==> src/rtl/uart_tx_arbiter.sv <==
`default_nettype none
// +----------------------------------------------------------------------------+
// | Module      : uart_tx_arbiter                                              |
// | Description : Shares one UART transmitter between two byte requesters.     |
// |               Round-robin arbitration with line-atomic locking, and a      |
// |               strobe/guard/busy sequence for every byte sent.              |
// | Revision    : 1.0 - initial release                                        |
// +----------------------------------------------------------------------------+
module uart_tx_arbiter #(
  parameter logic [7:0]  EOL          = 8'h0A,
  parameter bit          LOCK_EN      = 1'b1,
  parameter int unsigned LOCK_TIMEOUT = 1024
) (
  input  logic       clk,
  input  logic       resetq,
  input  logic       req0_valid,
  input  logic [7:0] req0_data,
  output logic       req0_ready,
  input  logic       req1_valid,
  input  logic [7:0] req1_data,
  output logic       req1_ready,
  output logic       uart_wr,
  output logic [7:0] uart_w,
  input  logic       uart_busy,
  output logic       lock_active,
  output logic       lock_owner
);

  typedef enum logic [1:0] {
    ST_IDLE  = 2'd0,
    ST_SEND  = 2'd1,
    ST_GUARD = 2'd2,
    ST_WAIT  = 2'd3
  } state_t;

  localparam logic [15:0] TMO_LIMIT = 16'(LOCK_TIMEOUT);

  state_t      state_q, state_d;
  logic        uart_wr_q, uart_wr_d;
  logic [7:0]  uart_w_q, uart_w_d;
  logic        lock_active_q, lock_active_d;
  logic        lock_owner_q, lock_owner_d;
  // Round-robin pointer: 0 favours req0, 1 favours req1.
  logic        rr_q, rr_d;
  logic [15:0] tmo_q, tmo_d;

  logic        gnt0;
  logic        gnt1;
  logic [7:0]  win_data;

  // Grant selection; only IDLE grants, and readies stay low while reset is held.
  always_comb begin
    gnt0 = 1'b0;
    gnt1 = 1'b0;
    if (state_q == ST_IDLE && resetq) begin
      if (lock_active_q) begin
        // A held line lock admits only its owner, even when the owner is quiet.
        gnt0 = req0_valid && !lock_owner_q;
        gnt1 = req1_valid &&  lock_owner_q;
      end else if (req0_valid && req1_valid) begin
        gnt0 = !rr_q;
        gnt1 =  rr_q;
      end else begin
        gnt0 = req0_valid;
        gnt1 = req1_valid;
      end
    end
  end

  assign win_data = gnt1 ? req1_data : req0_data;

  // Next-state, byte capture, lock bookkeeping and idle-timeout counting.
  always_comb begin
    state_d       = state_q;
    uart_wr_d     = 1'b0;
    uart_w_d      = uart_w_q;
    lock_active_d = lock_active_q;
    lock_owner_d  = lock_owner_q;
    rr_d          = rr_q;
    tmo_d         = tmo_q;

    case (state_q)
      ST_IDLE: begin
        if (gnt0 || gnt1) begin
          state_d       = ST_SEND;
          uart_wr_d     = 1'b1;
          uart_w_d      = win_data;
          lock_owner_d  = gnt1;
          rr_d          = !gnt1;
          tmo_d         = '0;
          // A non-EOL byte opens (or keeps) the line lock; EOL closes it.
          lock_active_d = LOCK_EN && (win_data != EOL);
        end else if (lock_active_q) begin
          // Owner is silent while holding the lock: age it toward release.
          if (tmo_q >= TMO_LIMIT - 16'd1) begin
            tmo_d         = TMO_LIMIT;
            lock_active_d = 1'b0;
          end else begin
            tmo_d = tmo_q + 16'd1;
          end
        end
      end
      ST_SEND:  state_d = ST_GUARD;
      // The TX core raises busy a cycle late, so it is not looked at here.
      ST_GUARD: state_d = ST_WAIT;
      ST_WAIT: begin
        if (!uart_busy) begin
          state_d = ST_IDLE;
        end
      end
      default:  state_d = ST_IDLE;
    endcase

    if (!lock_active_q) begin
      tmo_d = '0;
    end
  end

  // State register; the strobe is a flop so it cannot glitch on reset release.
  always_ff @(posedge clk or negedge resetq) begin
    if (!resetq) begin
      state_q       <= ST_IDLE;
      uart_wr_q     <= 1'b0;
      uart_w_q      <= 8'h00;
      lock_active_q <= 1'b0;
      lock_owner_q  <= 1'b0;
      rr_q          <= 1'b0;
      tmo_q         <= '0;
    end else begin
      state_q       <= state_d;
      uart_wr_q     <= uart_wr_d;
      uart_w_q      <= uart_w_d;
      lock_active_q <= lock_active_d;
      lock_owner_q  <= lock_owner_d;
      rr_q          <= rr_d;
      tmo_q         <= tmo_d;
    end
  end

  assign req0_ready  = gnt0;
  assign req1_ready  = gnt1;
  assign uart_wr     = uart_wr_q;
  assign uart_w      = uart_w_q;
  assign lock_active = lock_active_q;
  assign lock_owner  = lock_owner_q;

endmodule
`default_nettype wire

==> config.mk <==
export PLATFORM = sky130hd
export DESIGN_NAME = uart_tx_arbiter
export DESIGN_NICKNAME = d
export VERILOG_FILES = /design/src/rtl/uart_tx_arbiter.sv
export SDC_FILE = /design/constraint.sdc
export NUM_CORES = 1
export LEC_CHECK = 0
export BUFFER_PORTS_ARGS = -buffer_cell sky130_fd_sc_hd__buf_2
export CAP_MARGIN = 15
export CORE_MARGIN = 4
export CORE_UTILIZATION = 43
export DETAILED_ROUTE_END_ITERATION = 8
export PLACE_DENSITY_LB_ADDON = 0.15
export SYNTH_ARGS = -nofsm -noshare
export SYNTH_HDL_FRONTEND = slang
export SYNTH_SLANG_ARGS = --single-unit
==> constraint.sdc <==
create_clock -name clk -period 2.1 [get_ports clk]
set_clock_uncertainty 0.05 [all_clocks]
set_input_delay 0.315 -clock clk [delete_from_list [all_inputs] [get_ports clk]]
set_output_delay 0.315 -clock clk [all_outputs]
set_load 0.005 [all_outputs]
==> flow_results.org <==
** Run status
- Result of the run :: completed

** Routing
- Summed over all layers, the routed wires come to 4230 µm.
- Via total after detailed routing :: 1509
- Routed wire length per instance :: 15.6 µm
- In the routed layout, each cell is associated on average with a via count of 5.57.
- Number of detailed-route iterations in the first pass :: 4
- Count of antenna-violating nets left after detailed routing :: 0
- Drt drc :: 0
- DRC violation total after the first TritonRoute iteration :: 77

** Die
- The floorplan step defined a core boundary enclosing 3770 µm².
- Die Width :: 71.3 µm
- 34 I/O pins were placed.
- Die outline area :: 5090 µm²
- Initial standard-cell utilization of the core :: 0.457
- Placement Rows :: 22
- Chip Height :: 71.3 µm

** CTS
- Buffers inserted during clock tree synthesis total 5.
- TritonCTS built the clock tree.
- Sink count of the clock tree :: 30
- At the later pin of the worst-skew pair, clock insertion delay measures 290 ps.
- H-tree levels :: 2
- After clock tree synthesis, the clock-pin slew on the worst setup and hold paths is 60 ps.
- Maximum number of buffers from clock root to sink :: 2
- The cell sitting at the root of the clock tree is a clkbuf_8.

** Worst setup path
- Startpoint types :: flop
- The worst setup path is captured at an output pin.
- The worst setup path is of the flop to output pin kind.
- Data on the critical path arrives at its endpoint at 1660 ps.
- Maximum fanout encountered on the critical timing path :: 4
- Data required time of the worst path :: 1740 ps

** Placement
- # port buffers :: 33
- Timing analysis after detailed placement gives a worst setup slack of 91.9 ps.
- In this run the cell area measured after placement is 1980 µm².
- HPWL after detailed placement :: 3010 µm
- Final Wtd Congestion :: 0.875

** Finish
- Most used cells in the layout excluding fill and tap cells :: buf_2, dfrtp_1, nand2_1
- Layout Area Growth over Synthesis :: 23.1%
- The layout has 351 filler cells.
- Fin util :: 0.563
- Summing all non-filler instances in the final layout gives an area of 2120 µm².
- At the end of the flow, the number of nets in the layout was 248.
- Layout cells sized above 1 :: 0.323
- Commonest non-fill, non-tap cell in the layout :: buf_2
- The repair_antennas step left the layout with diodes totalling 0.

** Synthesis
- The cell area that synthesis handed to floorplanning was 1720 µm².
- Yosys mapped a number of flops with a built-in enable equal to 0.
- The fraction of the mapped netlist area in compound gates came to 0.136.
- Portion of netlist area occupied by mux cells :: 0.0704
- Area share of the leading cell type in the synthesized netlist :: 0.435
- The biggest area contributor in the post-synthesis netlist is dfrtp_1.
- Among all flip-flop cells after synthesis, the most frequent one is dfrtp_1.
- Of the synthesized area, sequential elements account for 0.435.
- The synthesized netlist contains 46 unique library cells.
- Synthesis inferred 30 register bits.
- The average instance in the mapped netlist occupies 9.80 µm².
- Count of yosys warnings during synthesis :: 0
- The number of nets in the synthesized netlist is 202.
- Of the total synthesized cell area, the portion taken by AND, OR, NAND and NOR gates is 0.253.
- Synthesis produced 176 cells.
- Most area-consuming cells after synthesis :: dfrtp_1, mux2i_1, nand2_1
- Share of flip-flops with an asynchronous set or reset :: 1.00
- Xor and xnor area share after synthesis :: 0.0254
- Of the total synthesized cell area, the portion taken by full adders, half adders and majority gates is 0.0363.
- Largest family of logic cells by synthesized area :: simple AND/OR/NAND/NOR gates

** Global route
- Summed over all layers, the global routing overflow is 0.
- The via count of the first global-routing pass was 1529.
- First-pass GRT wire length :: 6950 µm
- Largest net degree at the start of global routing :: 27
- The number of antenna violations at the first check in global routing was 0.
- Across every metal layer, demand over resource in global routing totals 0.176.

** Power
- The worst-case IR drop observed on VDD is 0.821 mV.
- Cell area power density :: 1070 nW/µm²
- In this run the static leakage power is 1.07 nW.

** Timing
- Number of hold violations in the final report :: 0
- Static timing analysis puts the maximum clock frequency at 0.493 GHz.
- After layout, the minimum clock period comes to 2030 ps.
- Max-Slew Margin vs Limit :: 0.703
- At the pin with the least slew margin, the transition time is 446 ps.
- Dividing the final minimum period by the clock period gives 0.966.
- The count of pins over their slew limit came to 0.
- Final worst setup slack :: 70.4 ps
- Final number of setup-violating endpoints :: 0

** Run
- Max cap viols :: 0

** Hold path
- Path category of the worst min-delay check :: input pin to asynchronous set/reset pin
==> per-layer routing <==
metal	GRT usage	wire length [µm]
met1	0.208	1820
met2	0.288	2120
met3	0.0547	197
met4	0.0877	89
met5	0	0
==> through the flow <==
step / hold WS [ps] / cells / total power (W) / setup TNS (ps)
4_1_cts: 62.9 / 267 / 0.00219 / 0
3_5_place_dp: 112 / 258 / 0.00168 / 0
3_3_place_gp: 113 / 258 / 0.00163 / 0
5_1_grt: 85.3 / 271 / 0.00244 / -11.1
6_report: 47.9 / 271 / 0.00227 / 0
2_1_floorplan: -30.6 / 176 / 0.00136 / 0
==> what timing repair did <==
item,4_1_cts,5_1_grt
hold buffers,1,0
gates resized for setup,3,2
endpoints found under the setup margin,2,2
setup buffers,0,4
hold endpoints to repair,4,0
==> cells by family after synthesis <==
family	count (synthesis)
fa+ha+maj	5
buf+inv	16
mux	12
flops	30
xor+xnor	5
simple gates	75
compound gates	33
==> cells in the mapped netlist (4+ instances only) <==
cell / n
nor2_1: 6
dfrtp_1: 30
nand4_1: 8
o21ai_0: 11
xor2_1: 4
inv_1: 6
ha_1: 5
nand2_1: 23
nor3_2: 5
clkbuf_1: 4
nand2b_1: 5
nand3_1: 9
mux2i_1: 11
a21oi_1: 4
==> critical path, cell delays in order (launching register included) <==
cell and delay (ps):
dfrtp_1 410, inv_2 120, ha_4 160, and2_4 150, nand2_1 80, a21o_1 170, a31oi_1 150, buf_2 140
==> where the power goes <==
group          internal [W]  switching [W]  total (W)
Clock              0.000264       0.000227   0.000491
Combinational      0.000413       0.000490   0.000904
Sequential         0.000731       0.000144   0.000874
Total               0.00141       0.000861    0.00227
==> flip-flops by register name, indices dropped and copies added, names as in the netlist <==
register	count
state_q	2
lock_active	1
uart_wr	1
lock_owner	1
uart_w	8
tmo_q	16
rr_q	1
==> worst paths after layout <==
check,from,to,slack (ps),cells past startpoint
min in group clk,req1_valid,lock_owner,270,3
max in group asynchronous,resetq,state_q[1],1360,2
worst max-delay path,state_q[0],req0_ready,70,7
worst min register to register,uart_w[0],uart_w[0],430,2
worst max register to register,tmo_q[3],tmo_q[15],160,4
worst min-delay path,resetq,tmo_q[4],50,2
==> area by class of cell <==
cell class              count  area, µm²  area share
clock inverters             1       5.00     0.00236
flip-flops and latches     30        751       0.354
clock buffers               7       86.3      0.0407
inverters                   7       26.3      0.0124
multi-input cells         130        913       0.430
repair buffers             48        280       0.132
well taps                  48       60.1      0.0283
Power figures use the tool's default switching activity.
